<file path="src/rtl/lsu_load_unit.sv">
// Load-return path of the LSU.
//
// Picks one of N_SRC read-source words, waits MEM_LAT cycles when the request
// targets the data-memory source (MEM_SRC), then extracts and sign/zero-extends
// the byte, half or word. The result is registered and comes with a one-cycle
// o_ld_valid pulse. While a memory load is waiting, o_busy is high and new
// requests are ignored.
//
// Optional feature: define LSU_MISALIGN_CHECK_EN to flag misaligned LH/LHU/LW
// as errors. In the default build only illegal funct3 values raise o_ld_err.
//
// Ports:
//   i_clk        clock, all state on rising edge
//   i_reset      synchronous active-high reset
//   i_ld_req     load request, sampled only while o_busy = 0
//   i_ld_addr    byte address, [1:0] selects the lane
//   i_ld_funct3  000 LB, 001 LH, 010 LW, 100 LBU, 101 LHU
//   i_src_sel    source index for this request
//   i_src_data   flat source words, source k at [k*XLEN +: XLEN]
//   o_ld_data    registered extended load result
//   o_ld_valid   one-cycle pulse qualifying o_ld_data / o_ld_err
//   o_ld_err     illegal funct3 (or misaligned when the check is enabled)
//   o_busy       high while a memory load is waiting
module lsu_load_unit #(
  parameter int unsigned XLEN    = 32,
  parameter int unsigned N_SRC   = 4,
  parameter int unsigned MEM_SRC = 2,
  parameter int unsigned MEM_LAT = 2
) (
  input  logic                     i_clk,
  input  logic                     i_reset,
  input  logic                     i_ld_req,
  input  logic [XLEN-1:0]          i_ld_addr,
  input  logic [2:0]               i_ld_funct3,
  input  logic [$clog2(N_SRC)-1:0] i_src_sel,
  input  logic [N_SRC*XLEN-1:0]    i_src_data,
  output logic [XLEN-1:0]          o_ld_data,
  output logic                     o_ld_valid,
  output logic                     o_ld_err,
  output logic                     o_busy
);

  localparam int unsigned SelW = $clog2(N_SRC);
  localparam int unsigned CntW = (MEM_LAT > 1) ? $clog2(MEM_LAT) : 1;
  localparam int unsigned CntLoad = (MEM_LAT > 0) ? MEM_LAT - 1 : 0;

  typedef enum logic {StIdle, StWait} state_e;

  state_e            state_q, state_d;
  logic [CntW-1:0]   cnt_q, cnt_d;
  logic [1:0]        lane_q, lane_d;
  logic [2:0]        f3_q, f3_d;
  logic [XLEN-1:0]   data_q, data_d;
  logic              valid_q, valid_d;
  logic              err_q, err_d;

  // Only the lane bits of the address matter to extraction.
  logic unused_addr;
  assign unused_addr = ^i_ld_addr[XLEN-1:2];

  logic            is_wait;
  logic [1:0]      cur_lane;
  logic [2:0]      cur_f3;
  logic [SelW-1:0] cur_sel;
  logic [XLEN-1:0] word;
  logic            sel_ok;
  logic [7:0]      byte_v;
  logic [15:0]     half_v;
  logic [XLEN-1:0] ext;
  logic            illegal;
  logic            misalign;
  logic            err_c;
  logic [XLEN-1:0] result;

  // In WAIT the latched request is replayed against the memory source.
  always_comb begin
    is_wait  = (state_q == StWait);
    cur_lane = is_wait ? lane_q : i_ld_addr[1:0];
    cur_f3   = is_wait ? f3_q : i_ld_funct3;
    cur_sel  = is_wait ? SelW'(MEM_SRC) : i_src_sel;

    word = '0;
    for (int unsigned k = 0; k < N_SRC; k++) begin
      if (cur_sel == SelW'(k)) word = i_src_data[k*XLEN +: XLEN];
    end
    sel_ok = (32'(cur_sel) < N_SRC);

    unique case (cur_lane)
      2'd0:    byte_v = word[7:0];
      2'd1:    byte_v = word[15:8];
      2'd2:    byte_v = word[23:16];
      default: byte_v = word[31:24];
    endcase
    half_v = cur_lane[1] ? word[31:16] : word[15:0];

    case (cur_f3)
      3'b000:  ext = {{(XLEN-8){byte_v[7]}}, byte_v};
      3'b001:  ext = {{(XLEN-16){half_v[15]}}, half_v};
      3'b010:  ext = word;
      3'b100:  ext = {{(XLEN-8){1'b0}}, byte_v};
      3'b101:  ext = {{(XLEN-16){1'b0}}, half_v};
      default: ext = '0;
    endcase

    illegal = (cur_f3 == 3'b011) || (cur_f3 == 3'b110) || (cur_f3 == 3'b111);
`ifdef LSU_MISALIGN_CHECK_EN
    misalign = (((cur_f3 == 3'b001) || (cur_f3 == 3'b101)) && cur_lane[0]) ||
               ((cur_f3 == 3'b010) && (cur_lane != 2'b00));
`else
    misalign = 1'b0;
`endif
    err_c  = illegal || misalign;
    result = (err_c || !sel_ok) ? '0 : ext;
  end

  always_comb begin
    state_d = state_q;
    cnt_d   = cnt_q;
    lane_d  = lane_q;
    f3_d    = f3_q;
    data_d  = data_q;
    err_d   = err_q;
    valid_d = 1'b0;
    case (state_q)
      StIdle: begin
        if (i_ld_req) begin
          if ((i_src_sel == SelW'(MEM_SRC)) && (MEM_LAT != 0) && !err_c) begin
            lane_d  = i_ld_addr[1:0];
            f3_d    = i_ld_funct3;
            cnt_d   = CntW'(CntLoad);
            state_d = StWait;
          end else begin
            data_d  = result;
            err_d   = err_c;
            valid_d = 1'b1;
          end
        end
      end
      StWait: begin
        if (cnt_q != '0) begin
          cnt_d = cnt_q - 1'b1;
        end else begin
          data_d  = result;
          err_d   = err_c;
          valid_d = 1'b1;
          state_d = StIdle;
        end
      end
      default: state_d = StIdle;
    endcase
  end

  always_ff @(posedge i_clk) begin
    if (i_reset) begin
      state_q <= StIdle;
      cnt_q   <= '0;
      lane_q  <= '0;
      f3_q    <= '0;
      data_q  <= '0;
      valid_q <= 1'b0;
      err_q   <= 1'b0;
    end else begin
      state_q <= state_d;
      cnt_q   <= cnt_d;
      lane_q  <= lane_d;
      f3_q    <= f3_d;
      data_q  <= data_d;
      valid_q <= valid_d;
      err_q   <= err_d;
    end
  end

  assign o_ld_data  = data_q;
  assign o_ld_valid = valid_q;
  assign o_ld_err   = err_q;
  assign o_busy     = (state_q == StWait);

endmodule

</file>
<file path="config.mk">
export PLATFORM = sky130hd
export DESIGN_NAME = lsu_load_unit
export DESIGN_NICKNAME = d
export VERILOG_FILES = /design/src/rtl/lsu_load_unit.sv
export SDC_FILE = /design/constraint.sdc
export NUM_CORES = 1
export LEC_CHECK = 0
export CAP_MARGIN = 20
export CELL_PAD_IN_SITES_DETAIL_PLACEMENT = 1
export CELL_PAD_IN_SITES_GLOBAL_PLACEMENT = 2
export CORE_MARGIN = 2
export CORE_UTILIZATION = 17
export CTS_CLUSTER_SIZE = 8
export DETAILED_ROUTE_END_ITERATION = 7
export PLACE_DENSITY_LB_ADDON = 0.1
export RECOVER_POWER = 100
export SETUP_SLACK_MARGIN = 0.4
export SLEW_MARGIN = 20
export SYNTH_ARGS = -nofsm -noshare
export SYNTH_HDL_FRONTEND = slang
export SYNTH_SLANG_ARGS = --single-unit
</file>
<file path="constraint.sdc">
create_clock -name i_clk -period 2.3 [get_ports i_clk]
set_input_delay 0.69 -clock i_clk [delete_from_list [all_inputs] [get_ports i_clk]]
set_output_delay 0.69 -clock i_clk [all_outputs]
set_load 0.03 [all_outputs]
</file>
# Word level (Yosys, flattened, before mapping)
# Index checks and enable logic that the tools add are counted.
[word_totals] register_bits=41 input_bits=168 output_inout_bits=35 wordCells=67
[classes] n_addsub=1 eq_ne=17 n_mux=31 n_bitwise=1 reduce_logical=10
[op_table] operator="32-bit 2-to-1 mux" count=8
[op_table] operator="32-bit case mux with 5 select lines" count=1
[op_table] operator="32-bit case mux with 2 select lines" count=1
[op_table] operator="8-bit case mux with 3 select lines" count=1
[op_table] operator="16-bit 2-to-1 mux" count=1
[op_table] operator="3-bit == test, second input constant" count=4
[op_table] operator="1-bit 2-to-1 mux" count=12
[op_table] operator="2-bit == test, second input constant" count=4
[op_table] operator="2-bit inequality test, second input constant" count=4
[op_table] operator="1-bit case mux with 2 select lines" count=4
[op_table] operator="3-bit by 2-bit == test with 1-bit output, second input constant" count=2
[op_table] operator="3-bit AND reduction" count=2
[op_table] operator="2-bit by 1-bit == test with 1-bit output, second input constant" count=2
[op_table] operator="2-bit logical NOT" count=2
[op_table] operator="2-bit 2-to-1 mux" count=2
[op_table] operator="3-bit by 1-bit == test with 1-bit output, second input constant" count=1
[op_table] operator="3-bit logical NOT" count=1
[op_table] operator="3-bit 2-to-1 mux" count=1
[op_table] operator="1-bit logical OR" count=2
[op_table] operator="2-bit AND reduction" count=1
[op_table] operator="1-bit logical AND" count=1
[op_table] operator="1-bit logical NOT" count=1
[op_table] operator="1-bit inverter" count=1
[op_table] operator="1-bit subtractor, second input constant" count=1

# Logic depth before layout (Yosys ltp)
[logic_depth] depth_word=12 mapped_depth=10 depth_no_buf=6

# Least setup slack after synthesis
# No wires, ideal clock.
[synth_timing] path_kind="input to register" start="in i_src_sel[0]" end="reg data_q[21], in the netlist o_ld_data[21]" setup_time_ps=122 arrival_ps=2225 t_required_ps=2178 slack_ps=-47 path_stages=8 path_buffers=2 path_cell_list="buf_6 -> mux2_4 -> a221oi_1 -> a22o_2 -> nor2_1 -> o211a_4 -> buf_6 -> a221o_1"
[synth_between] elab_chain_len=12 elab_cells_between_ends=21 cone_classes="eq/ne: 5; mux: 13; reduce/logical: 3"
[synth_lines] element="start, declared" line="35" rtl="input logic [$clog2(N_SRC)-1:0] i_src_sel,"
[synth_lines] element="2-bit 2-to-1 mux" line="80" rtl="cur_sel = is_wait ? SelW'(MEM_SRC) : i_src_sel;"
[synth_lines] element="2-bit logical NOT" line="84" rtl="if (cur_sel == SelW'(k)) word = i_src_data[k*XLEN +: XLEN];"
[synth_lines] element="32-bit 2-to-1 mux (4 in a row)" line="84"
[synth_lines] element="8-bit case mux with 3 select lines / 16-bit 2-to-1 mux (equally long branches)" line="88, 94"
[synth_lines] element="32-bit case mux with 5 select lines" line="96" rtl="case (cur_f3)"
[synth_lines] element="32-bit 2-to-1 mux" line="113" rtl="result = (err_c || !sel_ok) ? '0 : ext;"
[synth_lines] element="32-bit 2-to-1 mux" line="127" rtl="if ((i_src_sel == SelW'(MEM_SRC)) && (MEM_LAT != 0) && !err_c) begin"
[synth_lines] element="32-bit 2-to-1 mux" line="126" rtl="if (i_ld_req) begin"
[synth_lines] element="32-bit case mux with 2 select lines" line="124" rtl="case (state_q)"
[synth_lines] element="end signal, assigned" line="167" rtl="data_q <= data_d;"
[synth_lines] element="end, declared" line="53" rtl="logic [XLEN-1:0] data_q, data_d;"
# Several ways; a longest one is shown, not always the timed one. The select of a mux whose other input is x is not followed.
# A chain may end at the register's enable or synchronous reset.

# Final worst setup path
[layout_timing] start="in i_src_sel[0]" end="reg data_q[26], in the netlist o_ld_data[26]"
# The elaborated chain is that of the path after synthesis.

==> metrics.md <==
| Metric | Value |
|---|---|
| R2r worst-path depth | `8` |
| Most common cell after layout, fill and taps aside | `clkdlybuf4s50_1` |
| Initial DRC count | `110` |
| DRT Pass-1 Iters | `4` |
| Die height | `142 um` |
| GRT met2 Usage | `28.3%` |
| Hold_ws | `around 470 ps` |
| FMAX | `about 460 MHz` |
| Synthesized Nets | `568` |
| Fin cells | `857` |
| HPWL after DPL | `12300 um` |
| Clock latency on the worst-skew pair | `290 ps` |
| Routability cong. | `~0.77` |
| GR met3 Demand/Resource | `under 10%` |
| Min Tclk post-route | `2150 ps` |
| Slew Viols, Final | `0` |
| Worst Hold Path Cells | `2` |
| Final-report hold violation count | `0` |
| Gr ovfl total | `0` |
| Post-Syn Instances | `400` |
| Placed insts | `between 800 and 900` |
| Overall Global Routing Usage | `between 10% and 20%` |
| Slew headroom | `between 40 and 50%` |
| CTS buffer count | `5` |
| Sequential area share after synthesis | `25.4%` |
| Mapped Area | `around 0.0032 mm2` |
| Die width | `approximately 140 um` |
| Synth-to-Final Area Change | `88.9%` |
| Leakage | `2.57 nW` |
| Longest Clk Path Bufs | `2` |
| Worst-path fanout max | `8` |
| Max_cap viols | `0` |
| CTS H-Tree Depth | `2` |
| CTS root buffer | `clkbuf_16` |
| Post-DP Area | `between 0.005 and 0.006 mm2` |
| Remaining antenna violation count after routing | `0` |
| Antenna violations before repair | `0` |
| CP top delay family | `compound AO/OA/AOI/OAI gates` |
| # port buffers | `around 170` |
| Die area | `0.0201 mm2` |
| Vias in the first global route | `between 4000 and 5000` |
| Critical path buffers and inverters | `1` |
| Drt drc | `0` |
| Setup CP Type | `input pin to register` |
| CP endpoint kind | `register` |
| Most frequent cells in the layout | `113 x clkdlybuf4s50_1, 62 x buf_4, 49 x nand2_1` |
| CTS Sinks | `just over 40` |
| CP max-delay cell | `a221oi_1` |
| HP Class | `register to register` |
| Final setup vio count | `0` |
| Gr busiest metal | `met2` |
| CP Cell Sequence | `buf_12 > mux2_4 > a221oi_1 > a22o_4 > nor2_2 > o211a_4 > a221o_1` |
| RSZ-0062 raised after global routing | `yes` |
| Worst-path clk slew | `~60 ps` |
| WP data arrival | `roughly 2300 ps` |
| EDFF count, synth | `0` |
| YS warnings | `0` |
| Register area | `825 um2` |
| Worst VDD drop | `about 0.25 mV` |
| Place WS | `-390 ps` |
| Largest net degree at the start of global routing | `29` |
| Nets | `791` |
| Worst endpoint required time | `~2500 ps` |
| Fraction of layout cells with a size suffix above 1 | `between 20% and 30%` |
| Vias per std cell | `~4.7` |
| CP peak stage delay | `~320 ps` |
| Hold Buf Count CTS | `0` |
| WL final | `~16000 um` |
| CP Launch Type | `input pin` |
| Crit. path cell count | `7` |
| Post-synth top flop | `dfxtp_1` |
| Finished Cell Area | `just over 0.006 mm2` |
| TritonCTS clock tree | `done` |
| Ant. Diodes | `0` |
| Pwr Density | `407 mW/mm2` |
| Max Clock Skew | `6.37 ps` |
| Mapped Avg Cell Area | `about 8.1 um2` |
| Multi-input gate area | `0.00244 mm2` |
| WL/cell | `between 15 and 20 um` |
| Fill cell count | `~2200` |
| Status | `completed` |
| Core area | `about 0.019 mm2` |
| Fin crit share | `roughly 94%` |
| Post-synthesis async set-or-reset flop share | `0%` |
| Initial Utilization | `17.3%` |
| First-pass GRT wire length | `around 24000 um` |
| GR Util met1 | `19.8%` |
| FF+latch count, synth | `41` |
| Distinct cells, synth | `51` |
| Min setup slack post-route | `149 ps` |
| I/O Pins | `between 200 and 250` |
| # rows | `50` |
| Routed via count | `4069` |
| Worst Tran Pin Value | `roughly 840 ps` |
-- worst paths after layout --
| path | end | start | slack, ps |
|---|---|---|---|
| min | o_ld_data[7] | o_ld_data[7] | 470 |
| max | o_ld_data[26] | i_src_sel[0] | 150 |
| min reg2reg | o_ld_data[7] | o_ld_data[7] | 470 |
| max reg2reg | o_ld_data[26] | o_busy | 180 |
-- area by class of cell --
class	instances	area share, %
multi-input combinational	323	40.0
timing repair buffer	250	39.1
sequential	41	13.5
tap	234	4.80
clock buffer	6	2.28
clock inverter	1	0.123
inverter	2	0.123
-- sequential cells by signal (all words and copies together) (netlist names) --
name and cells:
o_ld_data 32, lane_q 2, o_ld_err 1, o_busy 1
f3_q 3, o_ld_valid 1, cnt_q 1
-- logic make-up (layout without fill, tap and decap cells) --
logic type,after synthesis,in the layout,synth area share [%]
buffers and inverters,38,259,6.48
flip-flops,41,41,25.4
multiplexers,42,42,13.4
AO/OA/AOI/OAI,130,131,29.7
AND/OR/NAND/NOR,149,150,25.0
-- synth_stat cells, drive strengths merged, types with 10 or more instances --
cell type,instances,share of area [%]
nor2,25,3.1
buf,27,5.2
a21oi,33,5.1
nor3,16,2.5
nand2,50,5.8
dfxtp,41,25
mux2i,38,12
nand2b,13,2.5
a221oi,16,4.5
nor3b,10,2.5
a221o,16,5.0
o21ai,20,3.1
-- metal layers --
metal / vias up / part of all wire [%]
met5: - / 0
met4: 0 / 0.63
met3: 9 / 4.1
met2: 95 / 50
met1: 1974 / 45
li1: 1991 / -
-- tightest hold or removal path, stage by stage, from the launching register on --
cell	delay (ps)
dfxtp_1	330
nand2_1	60
nand2_1	40
-- repair_timing --
action,4_1_cts,5_1_grt
pin swaps,35,23
gates cloned,4,0
buffers inserted,12,4
gates resized for setup,133,30
setup endpoints to repair,73,33
-- power by group --
part	switching (W)	total (W)	internal (W)	leakage [nW]
logic	0.000456	0.000991	0.000535	2.17
clock network	0.000306	0.000732	0.000426	0.0690
registers	0.0000178	0.000757	0.000739	0.334
total	0.000780	0.00248	0.00170	2.57
-- metrics by stage --
stage / setup TNS, ps / util (%) / total power, W
CTS: 0 / 32.4 / 0.00250
detailed placement: -10970 / 29.9 / 0.00171
global placement: -10060 / 29.9 / 0.00170
floorplan: -4.81 / - / 0.00120
finish: 0 / 32.7 / 0.00248
global route: 0 / 32.7 / 0.00262
No activity file was read; power rests on OpenSTA's default activity.
==> RTL change 1 (same flow settings) <==
The output `o_ld_valid` loses its register stage (`valid_q` becomes a continuous assignment).
--- a/src/rtl/lsu_load_unit.sv
+++ b/src/rtl/lsu_load_unit.sv
@@ -158,5 +158,4 @@
       f3_q    <= '0;
       data_q  <= '0;
-      valid_q <= 1'b0;
       err_q   <= 1'b0;
     end else begin
@@ -166,8 +165,9 @@
       f3_q    <= f3_d;
       data_q  <= data_d;
-      valid_q <= valid_d;
       err_q   <= err_d;
     end
   end
+
+  assign valid_q = valid_d;
 
   assign o_ld_data  = data_q;
Function: changed (Yosys sat finds a counterexample within 4 cycles, from zero or initial values and one cycle with i_reset high).
==> RTL change 1 against the unedited design <==
- worst setup slack lost 130 ps
- design area grew 23%
- sequential cell count fell by 1
- power rose by 18%
- area after synthesis up 5.7%
- critical path depth did not move
- register-to-register slack worse by 80 ps
- wire length increased by 22%
- combinational power grew 34%
- utilization rose by 5.4 points
- clock power up 16%
- via count rose by 13%
- critical endpoint is now o_ld_valid
- highest routed layer unchanged
==> RTL change 1: results (changes against the unedited design) <==
| Metric | Value |
|---|---|
| Global-route wire length before repair | 29110 µm (+21%) |
| GPL Wtd Cong | 0.7767 (+0.82%) |
| Number of DRC markers in iteration 0 | 161 (+46%) |
| Top delay family on crit path | buffers and inverters |
| Setup bufs post-CTS | 31 (+19) |
| CP max stage delay | 210 ps (-110 ps) |
| Fill count | 2193 (-1.4%) |
| Fraction of area in registers | 10.74% (-2.8 points) |
| CP max stage cell | o21a_1 |
| Async SR Flop Fraction | 0% (unchanged) |
| WL final | 19660 µm (+22%) |
| Placed Instances | 881 (+6.1%) |
| Area of the multi-input gates | 3218 µm² (+32%) |
| Placed inst area | 6111 µm² (+9.6%) |
| Number of global-route vias before repair | 4897 (+13%) |
| Worst-Skew Late Latency | 290 ps (about the same) |
| Non-clock inverters | 8 (+6) |
| Fin nets | 839 (+6.1%) |
| Post-cts resize count | 176 (+32%) |
| Largest net degree at the start of global routing | 29 (unchanged) |
| Gr usage total | 17.65% (+2.1 points) |
| Post-route cell area | 7468 µm² (+23%) |
| Place WS | -651.9 ps (-261.5 ps) |
| Worst Skew | 8.216 ps (+1.845 ps) |
| Synthesized netlist cell count | 412 (+3.0%) |
| Status | completed |
| Mapped Nets | 580 (+2.1%) |
| Clock Pin Slew Worst Setup and Hold Paths | 60 ps (about the same) |
| Synth top area cells | dfxtp_1, mux2_2, mux2i_1, a22oi_1, a221oi_1 |
| Clock buffer depth | 2 (unchanged) |
| Share of layout cells above drive strength 1 | 41.07% (+17 points) |
| Detailed placement HPWL | 14260 µm (+16%) |
| Non-clock buffering overhead | 38.92% (-0.21 points) |
| P_leak | 2.892 nW (+13%) |
| Clock buffer count | 5 (-1) |
| Synth cell count leaders | dfxtp_1, nand2_1, mux2_2 |
| Vias | 4602 (+13%) |
| Sequential-to-total area share from yosys stat | 23.49% (-1.9 points) |
| First-pass DRT Iterations | 4 (unchanged) |
| Max-Slew Margin vs Limit | 58.81% (+15 points) |
| Clock sink total | 40 (-2.4%) |
| Clk cell area share | 2.245% (-0.16 points) |
| Distinct cells, synth | 58 (+14%) |
| Critical Path Fanout Max | 2 (-6) |
| Register-to-Register Path Depth | 9 (+1) |
| Drt via density | 4.911 (+3.4%) |
| Mapped Avg Cell Area | 8.276 µm² (+2.6%) |
| WP data arrival | 1590 ps (-740 ps) |
| Count of non-CTS buffers in the layout | 293 (+17%) |
| VDD IR max | 0.3623 mV (+44%) |
## RTL change 1: metal layers
metal  vias up  GRT usage [%]  part of all wire (%)
li1       2211              -                     -
met1      2288          22.28                    44
met2        93          31.18                    50
met3        10          3.981                   4.9
met4         0          2.892                  0.88
met5         -              0                     0
## RTL change 1: path summary, 6_finish.rpt
path                       start            end  slack [ps]
setup / recovery  i_ld_funct3[2]     o_ld_valid          20
hold / removal             cnt_q         o_busy         480
setup reg to reg          o_busy  o_ld_data[27]         100
hold reg to reg            cnt_q         o_busy         480
## RTL change 1: kinds of logic after synthesis
group	synth area share (%)
simple gates	12.51
flops	23.49
mux	13.17
compound gates	43.60
buf+inv	7.229
## RTL change 1: where the power goes
group,leakage (nW),internal (W),switching [W]
combinational,2.49,0.000704,0.000623
sequential,0.325,0.000719,0.0000237
clock,0.0798,0.000512,0.000336
total,2.89,0.00193,0.000983
==> RTL change 2 (config.mk and constraints unchanged) <==
Made on the original files. Change the parameter `MEM_LAT` from 2 to 4.
--- a/src/rtl/lsu_load_unit.sv
+++ b/src/rtl/lsu_load_unit.sv
@@ -26,5 +26,5 @@
   parameter int unsigned N_SRC   = 4,
   parameter int unsigned MEM_SRC = 2,
-  parameter int unsigned MEM_LAT = 2
+  parameter int unsigned MEM_LAT = 4
 ) (
   input  logic                     i_clk,
Formal check against the unedited RTL: not equivalent (Yosys sat finds a counterexample within 4 cycles, from zero or initial values and one cycle with i_reset high).
==> RTL change 2 against the unedited design <==
- hold slack better by 9.8 ps
- sequential power is 3.2% higher
- area after synthesis is 0.89% higher
- wire length is 15% higher
- clock skew is 5.4 ps higher
- sequential cell count is 1 higher
- combinational power is 24% higher
- worst setup slack better by 31 ps
- design area is 17% higher
- utilization is 5.4 points higher
- global-route usage is 2.6 points higher
- power is 11% higher
- first-iteration DRC count is 1.8% lower
- critical path type is now flip-flop to flip-flop
==> RTL change 2: results (changes against the unedited design) <==
| Metric | Value |
|---|---|
| Mapped Avg Cell Area | 8.412 µm² (+4.3%) |
| Critical Path Fanout Max | 6 (-2) |
| Placed Instances | 841 (+1.3%) |
| Share of layout cells above drive strength 1 | 39.14% (+15 points) |
| Clock sink total | 42 (+2.4%) |
| Met3 GRT Util | 3.264% (+0.87 points) |
| CP max stage cell | dfxtp_4 |
| M2 GR Usage | 33.69% (+5.4 points) |
| WP data arrival | 2300 ps (-30 ps) |
| Antenna violations before repair | 1 (+1) |
| Reg area | 844.6 µm² (+2.4%) |
| GPL Wtd Cong | 0.7844 (+1.8%) |
| P_leak | 2.944 nW (+15%) |
| Count of multi-input gates | 306 (-5.3%) |
| Number of DRC markers in iteration 0 | 108 (-1.8%) |
| WL met3 | 881 µm (+33%) |
| Count of non-CTS buffers in the layout | 290 (+16%) |
| Mapped Nets | 556 (-2.1%) |
| Drt via density | 4.786 (+0.80%) |
| Hold path cells | 1 (-1) |
| Hold Crit Start | o_ld_data[23] |
| Final Instance Count excl. Fillers | 888 (+3.6%) |
| Gr usage total | 18.15% (+2.6 points) |
| Global-route wire length before repair | 27700 µm (+15%) |
| VDD IR max | 0.2462 mV (-2.3%) |
| Number of global-route vias before repair | 4701 (+8.7%) |
| Non-clock inverters | 8 (+6) |
| WL final | 18530 µm (+15%) |
| Met1 Use GR | 21.68% (+1.9 points) |
| Non-clock buffering overhead | 40.11% (+0.98 points) |
| R2R setup slack | 180 ps (about the same) |
| Register-to-Register Path Depth | 10 (+2) |
| F_max | 0.4717 GHz (+1.4%) |
| Seq pwr | 0.000781 W (+3.2%) |
| Metal2 WL | 9293 µm (+16%) |
| Status | completed |
| Distinct cells, synth | 60 (+18%) |
| Multi-input combinational area share | 41.41% (+1.4 points) |
[RTL change 2: what timing repair did]
action                                  in CTS  in global routing
buffers inserted                            23                  7
gates resized for setup                    219                 59
hold buffers                                 0                  0
pin swaps                                   47                 33
gates cloned                                 8                  1
endpoints found under the setup margin      76                 41
[RTL change 2: logic make-up after synthesis]
kind of cell | Yosys count | share of synthesized area [%]
AND/OR/NAND/NOR | 103 | 15.22
multiplexers | 46 | 14.76
adder cells (fa/ha/maj) | 1 | 0.3843
buffers and inverters | 39 | 6.034
flip-flops | 42 | 25.83
AO/OA/AOI/OAI | 156 | 37.78
[RTL change 2: stage by stage]
stage	worst slack (ps)	hold WS, ps	total power [W]	area (µm²)
4_1_cts	152.2	477.9	0.002732	6880
3_3_place_gp	-1067	448.8	0.001776	5792
6_report	180.0	475.6	0.002746	7141
3_5_place_dp	-926.9	468.2	0.001785	5793
5_1_grt	57.33	492.7	0.002887	7141
2_1_floorplan	130.7	443.0	0.001229	3362
